<file path="config.mk">
export PLATFORM = sky130hd
export DESIGN_NAME = nibble_serial_add_ctrl
export DESIGN_NICKNAME = d
export VERILOG_FILES = /design/src/rtl/nibble_serial_add_ctrl.sv
export SDC_FILE = /design/constraint.sdc
export NUM_CORES = 1
export LEC_CHECK = 0
export ABC_AREA = 1
export BUFFER_PORTS_ARGS = -buffer_cell sky130_fd_sc_hd__buf_2
export CAP_MARGIN = 10
export CORE_MARGIN = 5
export CORE_UTILIZATION = 41
export CTS_BUF_LIST = sky130_fd_sc_hd__clkbuf_8
export CTS_CLUSTER_DIAMETER = 60
export DETAILED_ROUTE_END_ITERATION = 8
export MAX_ROUTING_LAYER = met4
export RECOVER_POWER = 50
export SLEW_MARGIN = 40
export SYNTH_ARGS = -nofsm -noshare
export SYNTH_HDL_FRONTEND = slang
export SYNTH_SLANG_ARGS = --single-unit
</file>
<file path="constraint.sdc">
create_clock -name clk -period 2.9 [get_ports clk]
set_clock_uncertainty 0.2 [all_clocks]
set_input_delay 0.29 -clock clk [delete_from_list [all_inputs] [get_ports clk]]
set_output_delay 0.29 -clock clk [all_outputs]
set_load 0.02 [all_outputs]
</file>
<file path="src/rtl/nibble_serial_add_ctrl.sv">
// Serial WIDTH-bit adder: one shared 4-bit carry-lookahead slice, one nibble per clock, LSB first.
// Optional subtract mode is enabled by defining SUB_EN (adds the 'sub' input port).
module nibble_serial_add_ctrl #(
  parameter int unsigned WIDTH = 16
) (
  input  logic             clk,
  input  logic             rst,
  input  logic             start,
  input  logic [WIDTH-1:0] a,
  input  logic [WIDTH-1:0] b,
  input  logic             cin,
`ifdef SUB_EN
  input  logic             sub,
`endif
  output logic             ready,
  output logic             done,
  input  logic             ack,
  output logic [WIDTH-1:0] sum,
  output logic             cout,
  output logic             ovf
);

  localparam int unsigned NIB = WIDTH / 4;
  localparam int unsigned CW  = (NIB > 1) ? $clog2(NIB) : 1;
  localparam logic [CW-1:0] LAST = CW'(NIB - 1);

  generate
    if ((WIDTH % 4) != 0 || WIDTH < 4) begin : g_bad_width
      $error("nibble_serial_add_ctrl: WIDTH must be a multiple of 4 and >= 4");
    end
  endgenerate

  typedef enum logic [1:0] {
    S_IDLE,
    S_RUN,
    S_DONE
  } state_t;

  state_t           state;
  logic [WIDTH-1:0] opa;
  logic [WIDTH-1:0] opb;
  logic             carry;
  logic [CW-1:0]    cnt;

  logic [CW+1:0]    base;
  logic [3:0]       sl_a;
  logic [3:0]       sl_b;
  logic [3:0]       sl_g;
  logic [3:0]       sl_p;
  logic [4:0]       sl_c;
  logic [3:0]       sl_f;
  logic             op_sub;

`ifdef SUB_EN
  assign op_sub = sub;
`else
  assign op_sub = 1'b0;
`endif

  // Shared 4-bit carry-lookahead slice fed by the current nibble
  always_comb begin
    base    = {cnt, 2'b00};
    sl_a    = opa[base +: 4];
    sl_b    = opb[base +: 4];
    sl_g    = sl_a & sl_b;
    sl_p    = sl_a ^ sl_b;
    sl_c[0] = carry;
    sl_c[1] = sl_g[0] | (sl_p[0] & sl_c[0]);
    sl_c[2] = sl_g[1] | (sl_p[1] & sl_g[0]) | (sl_p[1] & sl_p[0] & sl_c[0]);
    sl_c[3] = sl_g[2] | (sl_p[2] & sl_g[1]) | (sl_p[2] & sl_p[1] & sl_g[0])
            | (sl_p[2] & sl_p[1] & sl_p[0] & sl_c[0]);
    sl_c[4] = sl_g[3] | (sl_p[3] & sl_g[2]) | (sl_p[3] & sl_p[2] & sl_g[1])
            | (sl_p[3] & sl_p[2] & sl_p[1] & sl_g[0])
            | (sl_p[3] & sl_p[2] & sl_p[1] & sl_p[0] & sl_c[0]);
    sl_f    = sl_p ^ sl_c[3:0];
  end

  // Sequencer with registered handshake and result outputs
  always_ff @(posedge clk or posedge rst) begin
    if (rst) begin
      state <= S_IDLE;
      ready <= 1'b1;
      done  <= 1'b0;
      sum   <= '0;
      cout  <= 1'b0;
      ovf   <= 1'b0;
      cnt   <= '0;
      carry <= 1'b0;
      opa   <= '0;
      opb   <= '0;
    end else begin
      case (state)
        S_IDLE: begin
          if (start) begin
            opa   <= a;
            opb   <= op_sub ? ~b : b;
            carry <= op_sub ? 1'b1 : cin;
            cnt   <= '0;
            sum   <= '0;
            ready <= 1'b0;
            state <= S_RUN;
          end
        end
        S_RUN: begin
          sum[base +: 4] <= sl_f;
          carry          <= sl_c[4];
          if (cnt == LAST) begin
            cout  <= sl_c[4];
            ovf   <= (opa[WIDTH-1] == opb[WIDTH-1]) && (sl_f[3] != opa[WIDTH-1]);
            done  <= 1'b1;
            state <= S_DONE;
          end else begin
            cnt <= cnt + 1'b1;
          end
        end
        S_DONE: begin
          // A simultaneous start is dropped; the requester re-asserts it in IDLE
          if (ack) begin
            done  <= 1'b0;
            ready <= 1'b1;
            state <= S_IDLE;
          end
        end
        default: begin
          state <= S_IDLE;
          ready <= 1'b1;
          done  <= 1'b0;
        end
      endcase
    end
  end

endmodule
</file>
==> results.sh <==
export IMPL_num_io_pins=57
export IMPL_wire_length_of_the_first_global_routing_pass_mm=11.23
export IMPL_fp_row_count=29
export IMPL_layout_cell_area_non_filler_mm2=0.003641
export IMPL_max_cap_viol_count=0
export IMPL_cp_data_arrival_time_ns=2.66
export IMPL_synth_yosys_warnings=0
export IMPL_vias_per_cell=4.743
export IMPL_gp_congestion=0.8907
export IMPL_cpPeakStageDelay_ns=0.51
export IMPL_tritoncts_clock_tree="done"
export IMPL_post_drt_wl_per_cell_um=13.08
export IMPL_final_layout_size_suffix_gt1_frac=0.1399
export IMPL_route_detailed_drc=0
export IMPL_worstReg2RegEnd="sum[15]$_DFFE_PP0P_"
export IMPL_timing_final_max_slew_violations=0
export IMPL_die_height_um=91.38
export IMPL_relSlewSlack=0.08326
export IMPL_irDropWorstVdd_mv=0.5563
export IMPL_start_util=0.4252
export IMPL_post_synth_fa_ha_maj_area_fraction=0.04885
export IMPL_asyncSetResetFlopFracSynth=1.000
export IMPL_fin_crit_ns=2.588
export IMPL_synth_net_count=385
export IMPL_layout_cells_most_common="sky130_fd_sc_hd__nand2_1"
export IMPL_worst_skew_pair_late_latency_ns=0.33
export IMPL_grtUsageTotal=0.1716
export IMPL_cts_setup_buffers=0
export IMPL_cp_max_fo=11
export IMPL_reg2reg_start="cnt[1]$_DFFE_PP0P_"
export IMPL_area_delta_synth_final_pct=34.10
export IMPL_crit_path_cell_trace="clkinv_1, o21ai_0, o22ai_1, ha_1, nand2_1, nand2_1, nor2_1, nand2_1, nand2_1, nand3_1, nor2_1, nand2_1, nand2_1"
export IMPL_cts_made_buffers=9
export IMPL_synth_edff_count=0
export IMPL_xor_xnor_portion_of_the_synthesized_cell_area=0.006452
export IMPL_critical_path_class="flip-flop to flip-flop"
export IMPL_routed_wirelength_mm=6.708
export IMPL_antenna_violations_before_repair=0
export IMPL_grt_start_max_net_pins=58
export IMPL_netlist_cell_type_count=27
export IMPL_rsz0062_at_grt="false"
export IMPL_main_combinational_cell_family_by_area_after_synthesis="simple AND/OR/NAND/NOR gates"
export IMPL_cp_startpoint="cnt[1]$_DFFE_PP0P_"
export IMPL_die_width_um=91.38
export IMPL_setup_violations_final=0
export IMPL_io_buffer_count=56
export IMPL_clkTransAtPathRegs_ns=0.07
export IMPL_power_per_cell_area_mw_per_mm2=1188
export IMPL_synth_mux_area_frac=0
export IMPL_holdCritPathClass="primary input to flip-flop"
export IMPL_detail_route_antenna_nets=0
export IMPL_layout_nets=478
export IMPL_synth_simple_area_share=0.2825
export IMPL_crit_path_end="sum[15]$_DFFE_PP0P_"
export IMPL_grt_pass1_vias=2418
export IMPL_max_clock_path_buffers=2
export IMPL_hold_worst_slack_ns=0.04407
export IMPL_cp_common_cell="sky130_fd_sc_hd__nand2_1"
export IMPL_cp_required_ns=2.97
export IMPL_synth_ff_latch_count=57
export IMPL_synth_compound_area_share=0.08341
export IMPL_clock_tree_htree_level_count=3
export IMPL_fmaxAchievable_mhz=386.3
export IMPL_detailedRoute_firstIterationViolations=58
export IMPL_finalHoldViolCount=0
export IMPL_syn_area_per_cell_um2=8.033
export IMPL_power_leakage_uw=0.001942
export IMPL_dieArea_mm2=0.008349
export IMPL_worst_slew_pin_slew_ns=1.375
export IMPL_final_std_cells_w_o_fill=513
export IMPL_netlist_instances=338
export IMPL_end_kind="flip-flop"
export IMPL_fin_crit_sh=0.8926
export IMPL_clock_sink_count=57
export IMPL_detail_route_first_pass_iterations=4
export IMPL_cts_root_buf="sky130_fd_sc_hd__clkbuf_8"
export IMPL_timing_setup_tns_ns=0
export IMPL_cpMaxStageDelayCell="sky130_fd_sc_hd__dfrtp_1"
export IMPL_dp_cells=464
export IMPL_mappedNetlistArea_mm2=0.002715
export IMPL_worst_r2r_path_depth=13
export IMPL_post_dp_cell_area_mm2=0.003060
export IMPL_cp_start_kind="flip-flop"
export IMPL_layout_cells_most_common_list="sky130_fd_sc_hd__nand2_1, sky130_fd_sc_hd__dfrtp_1, sky130_fd_sc_hd__buf_2"
export IMPL_r2r_setup_slack_ns=0.31
export IMPL_hpwlAfterDp_mm=4.436
export IMPL_yosysSeqAreaShare=0.5258
export IMPL_sum_of_overflow_across_all_layers_after_global_routing=0
export IMPL_result_of_the_run="complete, no violations"
export IMPL_core_area_mm2=0.006386
export IMPL_vias=2433
export IMPL_antenna_diode_count=0
export IMPL_synth_top_flop_cell="sky130_fd_sc_hd__dfrtp_1"
cell usage after synthesis (2+ instances only):
library cell,count,area share
sky130_fd_sc_hd__a21oi_1,3,0.0055
sky130_fd_sc_hd__buf_2,4,0.0074
sky130_fd_sc_hd__buf_4,4,0.011
sky130_fd_sc_hd__clkbuf_1,2,0.0028
sky130_fd_sc_hd__dfrtp_1,56,0.52
sky130_fd_sc_hd__ha_1,9,0.041
sky130_fd_sc_hd__inv_1,20,0.028
sky130_fd_sc_hd__nand2_1,150,0.21
sky130_fd_sc_hd__nand3_1,10,0.018
sky130_fd_sc_hd__nand4_1,4,0.0092
sky130_fd_sc_hd__nor2_1,26,0.036
sky130_fd_sc_hd__o21ai_0,28,0.052
sky130_fd_sc_hd__o22ai_1,8,0.018
metrics by stage:
step                worst slack, ns    util  power (uW)
detailed placement           0.3783  0.4792        3282
floorplan                    0.6676       -        2753
global route                0.04192  0.5701        4686
CTS                          0.3344  0.5743        4362
global placement             0.4632  0.4792        3257
finish                       0.3116  0.5701        4324
flip-flops by register name (all words and copies together) (netlist names):
signal and cells:
opa 16, opb 16, sum 16, cnt 2
state 2, carry 1, cout 1, done 1
ovf 1, ready 1
area by class of cell:
cell class                 count  area [um^2]
clock buffer                  11        151.4
clock inverter                 5        125.1
fill                         600         2745
inverter                      22        82.58
multi-input combinational    248         1144
sequential                    57         1428
tap                           77        96.34
timing repair buffer          93        614.3
cell families (layout without fill, tap and decap cells):
kind of cell | after synthesis | count (layout)
XOR/XNOR | 2 | 2
AO/OA/AOI/OAI | 42 | 42
AND/OR/NAND/NOR | 194 | 194
buffers and inverters | 33 | 131
adder cells (fa/ha/maj) | 10 | 10
flip-flops | 57 | 57
what timing repair did:
action / 4_1_cts / 5_1_grt
hold buffers: 33 / 0
endpoints found under the hold margin: 88 / 0
gates resized for setup: 0 / 0
power breakdown:
group	total [uW]	internal (uW)	switching [uW]	leakage [uW]
Sequential	1340	1120	215	0.000729
Clock	1020	703	318	0.000140
Combinational	1960	671	1290	0.00107
worst min path at each step:
stage,endpoint,startpoint,depth (start not counted)
after floorplan,opa[0]$_DFFE_PP0P_,a[0],2
after global placement,done$_DFFE_PP0P_,done$_DFFE_PP0P_,2
final,state[1]$_DFFE_PP0P_,ack,3
after CTS,state[1]$_DFFE_PP0P_,ack,3
after global routing,state[1]$_DFFE_PP0P_,ack,3
after detailed placement,ready$_DFFE_PP1P_,ready$_DFFE_PP1P_,2
worst max-delay path: cells and delay by family, from the launching register on:
kind            cells  cell delay (ns)
buf+inv             1             0.33
simple gates        9             0.86
flops               1             0.51
fa+ha+maj           1             0.36
compound gates      2             0.26
layer usage:
layer / track usage / up-vias / routed length [um]
met1: 0.2066 / 1111 / 2981
met2: 0.2770 / 55 / 3261
met4: 0.08068 / 0 / 172
li1: - / 1249 / -
met3: 0.03306 / 18 / 293
met5: - / - / 0
(Power assumes the default switching activity.)
